`src/rtl/fb_scroll_ctrl.sv`:
```
// rtl/fb_scroll_ctrl.sv - waterfall frame buffer sequencer: clear, video reads, scroll-line copy
// Define FB_CLEAR_EN to zero the whole frame buffer after reset before video starts.
module fb_scroll_ctrl #(
  parameter int H_VISIBLE  = 320,
  parameter int V_VISIBLE  = 240,
  parameter int LIMIT_BINS = 320,
  parameter int SCROLL_DIV = 4,
  parameter int FB_ADDR_W  = 17,
  parameter int BIN_ADDR_W = 9
) (
  input  logic                  clk,
  input  logic                  reset,
  input  logic [8:0]            x,
  input  logic [7:0]            y,
  input  logic                  lower_blank,
  output logic [BIN_ADDR_W-1:0] bin_addr,
  output logic                  bin_rd_en,
  input  logic [7:0]            bin_data,
  output logic [FB_ADDR_W-1:0]  fb_addr,
  output logic [7:0]            fb_wdata,
  output logic                  fb_we,
  output logic [7:0]            y_offset,
  output logic                  ready
);

  typedef enum logic [1:0] {CLEAR, VIDEO, WRITE, WAIT} state_t;

  localparam int FC_W = (SCROLL_DIV > 1) ? $clog2(SCROLL_DIV) : 1;
  localparam logic [FB_ADDR_W-1:0]  H_MUL    = FB_ADDR_W'(H_VISIBLE);
  localparam logic [FB_ADDR_W-1:0]  FB_LAST  = FB_ADDR_W'(H_VISIBLE * V_VISIBLE - 1);
  localparam logic [BIN_ADDR_W-1:0] BIN_LAST = BIN_ADDR_W'(LIMIT_BINS - 1);
  localparam logic [FC_W-1:0]       FC_LAST  = FC_W'(SCROLL_DIV - 1);
  localparam logic [8:0]            V_VIS9   = 9'(V_VISIBLE);
  localparam logic [7:0]            Y_LAST   = 8'(V_VISIBLE - 1);

`ifdef FB_CLEAR_EN
  localparam state_t RESET_STATE = CLEAR;
`else
  localparam state_t RESET_STATE = VIDEO;
`endif

  // Row stride multiply unrolls into one shifted add per set bit of H_VISIBLE.
  function automatic logic [FB_ADDR_W-1:0] mul_h(input logic [7:0] r);
    logic [FB_ADDR_W-1:0] acc;
    acc = '0;
    for (int i = 0; i < FB_ADDR_W; i++) begin
      if (H_MUL[i]) acc = acc + (FB_ADDR_W'(r) << i);
    end
    return acc;
  endfunction

  state_t                  state_q, state_d;
  logic [FB_ADDR_W-1:0]    fb_addr_q, fb_addr_d;
  logic                    fb_we_q, fb_we_d;
  logic                    wr_phase_q, wr_phase_d;
  logic [BIN_ADDR_W-1:0]   bin_addr_q, bin_addr_d;
  logic                    bin_rd_en_q, bin_rd_en_d;
  logic                    last_q, last_d;
  logic [7:0]              y_offset_q, y_offset_d;
  logic                    ready_q, ready_d;
  logic [FC_W-1:0]         frame_q, frame_d;

  logic [8:0]              row_sum;
  logic [7:0]              row;
  logic [FB_ADDR_W-1:0]    row_base;

  always_comb begin
    row_sum  = {1'b0, y} + {1'b0, y_offset_q};
    row      = (row_sum >= V_VIS9) ? 8'(row_sum - V_VIS9) : row_sum[7:0];
    row_base = mul_h(y_offset_q);

    state_d     = state_q;
    fb_addr_d   = fb_addr_q;
    fb_we_d     = fb_we_q;
    wr_phase_d  = wr_phase_q;
    bin_addr_d  = bin_addr_q;
    bin_rd_en_d = bin_rd_en_q;
    last_d      = last_q;
    y_offset_d  = y_offset_q;
    ready_d     = ready_q;
    frame_d     = frame_q;

    case (state_q)
      CLEAR: begin
        if (!fb_we_q) begin
          fb_we_d   = 1'b1;
          fb_addr_d = '0;
        end else if (fb_addr_q == FB_LAST) begin
          fb_we_d = 1'b0;
          ready_d = 1'b1;
          state_d = VIDEO;
        end else begin
          fb_addr_d = fb_addr_q + FB_ADDR_W'(1);
        end
      end
      VIDEO: begin
        fb_we_d = 1'b0;
        if (lower_blank) begin
          if (frame_q == FC_LAST) begin
            frame_d     = '0;
            state_d     = WRITE;
            bin_addr_d  = '0;
            bin_rd_en_d = 1'b1;
            last_d      = 1'b0;
          end else begin
            frame_d = frame_q + FC_W'(1);
            state_d = WAIT;
          end
        end else begin
          fb_addr_d = FB_ADDR_W'(x) + mul_h(row);
        end
      end
      WRITE: begin
        // Each write targets the bin addressed one cycle earlier; bin_data arrives in step.
        if (last_q) begin
          fb_we_d     = 1'b0;
          wr_phase_d  = 1'b0;
          bin_rd_en_d = 1'b0;
          bin_addr_d  = '0;
          last_d      = 1'b0;
          y_offset_d  = (y_offset_q == Y_LAST) ? 8'd0 : y_offset_q + 8'd1;
          state_d     = WAIT;
        end else begin
          fb_we_d    = 1'b1;
          wr_phase_d = 1'b1;
          fb_addr_d  = row_base + FB_ADDR_W'(bin_addr_q);
          if (bin_addr_q == BIN_LAST) last_d = 1'b1;
          else bin_addr_d = bin_addr_q + BIN_ADDR_W'(1);
        end
      end
      WAIT: begin
        if (!lower_blank) state_d = VIDEO;
      end
      default: state_d = RESET_STATE;
    endcase

`ifndef FB_CLEAR_EN
    ready_d = 1'b1;
`endif
  end

  always_ff @(posedge clk or posedge reset) begin
    if (reset) begin
      state_q     <= RESET_STATE;
      fb_addr_q   <= '0;
      fb_we_q     <= 1'b0;
      wr_phase_q  <= 1'b0;
      bin_addr_q  <= '0;
      bin_rd_en_q <= 1'b0;
      last_q      <= 1'b0;
      y_offset_q  <= 8'd0;
      ready_q     <= 1'b0;
      frame_q     <= '0;
    end else begin
      state_q     <= state_d;
      fb_addr_q   <= fb_addr_d;
      fb_we_q     <= fb_we_d;
      wr_phase_q  <= wr_phase_d;
      bin_addr_q  <= bin_addr_d;
      bin_rd_en_q <= bin_rd_en_d;
      last_q      <= last_d;
      y_offset_q  <= y_offset_d;
      ready_q     <= ready_d;
      frame_q     <= frame_d;
    end
  end

  assign bin_addr  = bin_addr_q;
  assign bin_rd_en = bin_rd_en_q;
  assign fb_addr   = fb_addr_q;
  assign fb_we     = fb_we_q;
  assign fb_wdata  = wr_phase_q ? bin_data : 8'h00;
  assign y_offset  = y_offset_q;
  assign ready     = ready_q;

endmodule
```
`config.mk`:
```
export PLATFORM = sky130hd
export DESIGN_NAME = fb_scroll_ctrl
export DESIGN_NICKNAME = d
export VERILOG_FILES = /design/src/rtl/fb_scroll_ctrl.sv
export SDC_FILE = /design/constraint.sdc
export NUM_CORES = 1
export LEC_CHECK = 0
export BUFFER_PORTS_ARGS = -buffer_cell sky130_fd_sc_hd__buf_2
export CORE_ASPECT_RATIO = 0.6
export CORE_MARGIN = 4
export CORE_UTILIZATION = 40
export DETAILED_ROUTE_END_ITERATION = 8
export PLACE_DENSITY = 0.59
export SETUP_SLACK_MARGIN = 0.5
export SLEW_MARGIN = 0
export SYNTH_ARGS = -nofsm -noshare
export SYNTH_HDL_FRONTEND = slang
export SYNTH_SLANG_ARGS = --single-unit
```
`constraint.sdc`:
```
create_clock -name clk -period 5.7 [get_ports clk]
set_input_delay 0.57 -clock clk [delete_from_list [all_inputs] [get_ports clk]]
set_output_delay 0.57 -clock clk [all_outputs]
set_load 0.1 [all_outputs]
```
==> flow_results.org <==
** Global routing
- The number of antenna violations at the first check in global routing was 0.
- The via count of the first global-routing pass is 3648.
- Gr ovfl total :: 0
- Entering global routing, the biggest net connects 44 pins.
- First-pass GRT wire length :: 19.3 mm
- For this run, the total global-route usage over all layers was measured as 0.197.

** Routing
- ANT nets after route :: 0
- After detailed routing, the average wire length per cell comes to 16.7 um.
- The first routing iteration left 336 violations.
- Vias after detailed routing :: 4054
- After detailed routing, the number of vias per cell comes to 5.71.
- For this run, the detailed router's first-pass iteration total came to 5.
- DRC Markers :: 0
- Routed WL :: 11.9 mm

** STA
- Total setup violations reported at the end of the flow :: 0
- The worst path needs 4860 ps of the cycle, external delays included.
- Setup WS post-layout :: 836 ps
- For this run, the top clock speed supported by timing is 206 MHz.
- In the final timing run, aggregate negative setup slack is 0 ps.
- Slew Limit Fails :: 0
- In this run the tightest slew margin relative to its limit is 0.398.
- Worst Clk Skew :: 4.75 ps
- Number of failing hold endpoints at the final stage :: 0
- Final critical-path share of the clock period :: 0.853
- Hold WS :: 414 ps
- Transition time of the tightest slew-check pin :: 903 ps
- Setup repair after global routing missed its margin :: no

** Yosys
- The synthesized design contains 43 register bits.
- Number of cells produced by synthesis :: 505
- Total standard cell area after synthesis :: 0.00408 mm2
- Main combinational cell family by area after synthesis :: simple AND/OR/NAND/NOR gates
- Yosys mapped a number of flops with a built-in enable equal to 0.
- Mux contribution to synthesized area :: 0.0242
- Total of warnings raised by yosys :: 0
- Synth Area in Simple Gates :: 0.233
- Of the total synthesized cell area, the portion taken by full adders, half adders and majority gates is 0.153.
- Share of flip-flops with an asynchronous set or reset :: 1.00
- The share of the Yosys chip area taken by registers is 0.264.
- Post-synthesis compound-gate area fraction :: 0.220
- After synthesis, the netlist uses 59 different library cells.
- The number of nets handed over by synthesis was 580.
- XOR/XNOR Fraction of Synth Area :: 0.0668
- Commonest register cell after synthesis :: sky130_fd_sc_hd__dfrtp_1
- A synthesized cell averages 8.08 um2.

** Placed design
- Area after detailed placement :: 0.00456 mm2
- Port Buf Inserts :: 72
- After legalization and detailed placement, the total HPWL measured 9.07 mm.
- Before CTS, the worst setup slack after placement is 471 ps.
- The congestion estimate from routability-driven global placement came to 0.922.

** Clock network
- Maximum buffer depth of the clock tree :: 2
- The tree is rooted in a sky130_fd_sc_hd__clkbuf_16.
- Number of clock sinks :: 43
- Clock tree synthesis inserted a total of 5 buffers.
- For the worst-skew pair, the clock arrives at the later sink with an insertion delay of 290 ps.
- TritonCTS clock tree :: done
- Clock-pin slew reported for the worst setup and hold paths after clock tree synthesis :: 60 ps
- CTS built an H-tree with a depth of 2.
- For this design, the CTS-stage hold fixing added 0 buffers.

** Run
- Max-cap violations :: 0

** Worst setup path
- Type of the worst setup path :: register to register
- Cells along the critical path :: ha_1 -> a21o_1 -> a221oi_2 -> xnor2_2 -> ha_1 -> inv_1 -> nor4_1 -> o21ai_0 -> nand3_1 -> a31oi_1 -> mux2_2 -> ha_1 -> o21ai_0 -> a31o_2 -> a211oi_4 -> and3_4 -> nand3_1 -> and3_1 -> a22oi_1 -> a31oi_1
- Across all register-to-register paths, the minimum setup slack is 840 ps.
- Crit path launch type :: register
- The slowest stage of the critical path belongs to the cell sky130_fd_sc_hd__dfrtp_2.
- Crit-path max cell delay :: 480 ps
- In this design, the critical path's most frequently occurring cell is sky130_fd_sc_hd__ha_1.
- Signal arrival time at the worst endpoint :: 5020 ps
- Data required, critical path :: 5860 ps
- Of all nets on the critical path, the largest fanout is 7.
- Type of destination of the critical path :: register

** Floorplanning
- FP Rows :: 28
- Floorplan die area :: 0.0119 mm2
- Effective utilization at floorplan :: 0.412
- From bottom edge to top edge, the die measures 86.3 um.
- Floorplan die width :: 138 um
- During I/O placement, the number of pins put on the boundary was 73.
- Area of the placeable core :: 0.00991 mm2

** Status
- The run finished with clean final reports.

** Finish
- 0 antenna diodes ended up in the layout.
- Number of nets at the end of the flow :: 649
- Proportion of layout cells with a drive suffix above 1 :: 0.205
- The area growth from synthesis to layout is 17.0%.
- The finished cells cover 0.00478 mm2.

** Min path
- The tightest min-delay check is of the input pin to async pin type.
path summary, 6_finish.rpt:
kind                                  start  cells after the start     endpoint
worst max-delay path            y_offset[1]                     20  fb_addr[15]
worst min-delay path                  reset                      3  bin_addr[7]
worst max register to register  y_offset[1]                     20  fb_addr[15]
worst min register to register   frame_q[1]                      1   frame_q[1]
max in group asynchronous             reset                      3  y_offset[4]
min in group clk                 frame_q[1]                      1   frame_q[1]
cells in the mapped netlist, drive strengths merged (3+ instances only):
| cell type | count | area (um2) |
|---|---|---|
| mux2 | 4 | 45.0 |
| nand3 | 25 | 125 |
| o211ai | 5 | 42.5 |
| nor3 | 17 | 90.1 |
| a221oi | 3 | 32.5 |
| a31oi | 10 | 62.6 |
| fa | 5 | 100 |
| a22oi | 4 | 30.0 |
| and2 | 9 | 56.3 |
| nand4 | 6 | 37.5 |
| and3 | 12 | 75.1 |
| xnor2 | 14 | 123 |
| a21o | 8 | 61.3 |
| buf | 4 | 25.0 |
| mux2i | 5 | 53.8 |
| nor4 | 9 | 56.3 |
| dfrtp | 42 | 1050 |
| or2 | 3 | 18.8 |
| xor2 | 15 | 150 |
| o22ai | 4 | 25.0 |
| nand2b | 4 | 25.0 |
| nor2 | 41 | 154 |
| a22o | 6 | 52.6 |
| o21ai | 50 | 250 |
| nor4b | 3 | 32.5 |
| o21a | 3 | 22.5 |
| a21oi | 41 | 205 |
| inv | 23 | 86.3 |
| ha | 42 | 526 |
| clkbuf | 11 | 41.3 |
| or3 | 4 | 25.0 |
| nor2b | 4 | 25.0 |
| nand2 | 47 | 176 |
| a211oi | 6 | 50.1 |
area by class of cell:
type                    count  area [um2]
fillers                   987        5140
multi-input cells         423        2900
repair buffers             77         398
flip-flops and latches     43        1080
well taps                 135         169
inverters                  24        90.1
clock inverters             2        12.5
clock buffers               6         129
worst max-delay path, delay by kind of cell, from the launching register on:
family          cells  cell delay (ps)
mux                 1              410
simple gates        5              700
xor+xnor            1              120
flops               1              480
buf+inv             1               90
compound gates      9             1970
fa+ha+maj           3              960
metal layers:
metal | vias up | wire [um] | track usage
met4 | 0 | 57 | 0.0233
met1 | 1894 | 6290 | 0.322
li1 | 1988 | - | -
met2 | 163 | 4640 | 0.268
met3 | 9 | 883 | 0.0402
met5 | - | 0 | 0
state kept, by name, summed over array words and instances (netlist names):
signal and count:
fb_we 1, wr_phase_q 1, last_q 1, state_q 2
bin_addr 9, bin_rd_en 1, ready 1, fb_addr 17
frame_q 2, y_offset 8
cell families (layout without fill, tap and decap cells):
group,count (synthesis),after routing
and+or+nand+nor,190,190
AOI/OAI and AO/OA,147,147
xor gates and xnor gates,29,29
buffers and inverters,39,109
adders and majority gates,47,47
other,1,1
DFF,43,43
muxes,9,9
placed cells by master, fill, tap and decap left out, types with 9 or more instances in the layout:
master,n
sky130_fd_sc_hd__a21oi_1,41
sky130_fd_sc_hd__nor4_1,9
sky130_fd_sc_hd__a31oi_1,10
sky130_fd_sc_hd__xor2_1,14
sky130_fd_sc_hd__nand2_1,46
sky130_fd_sc_hd__and3_1,11
sky130_fd_sc_hd__o21ai_0,48
sky130_fd_sc_hd__and2_1,9
sky130_fd_sc_hd__nor2_1,40
sky130_fd_sc_hd__xnor2_1,12
sky130_fd_sc_hd__buf_2,72
sky130_fd_sc_hd__ha_1,39
sky130_fd_sc_hd__nand3_1,25
sky130_fd_sc_hd__nor3_1,16
sky130_fd_sc_hd__dfrtp_1,38
sky130_fd_sc_hd__inv_1,22
metrics by stage:
step / cells / utilization
after floorplan: 505 / -
after global placement: 699 / 0.460
after detailed placement: 699 / 0.460
after CTS: 707 / 0.474
after global routing: 710 / 0.482
final: 710 / 0.482
timing repair:
action                     in CTS  in global routing
setup buffers                   0                  3
resized for setup               0                 15
setup endpoints to repair       0                  5
Power is left out: the tool's default activity adds up to more than one toggle a clock period on the data nets, which glitch-free logic cannot reach.
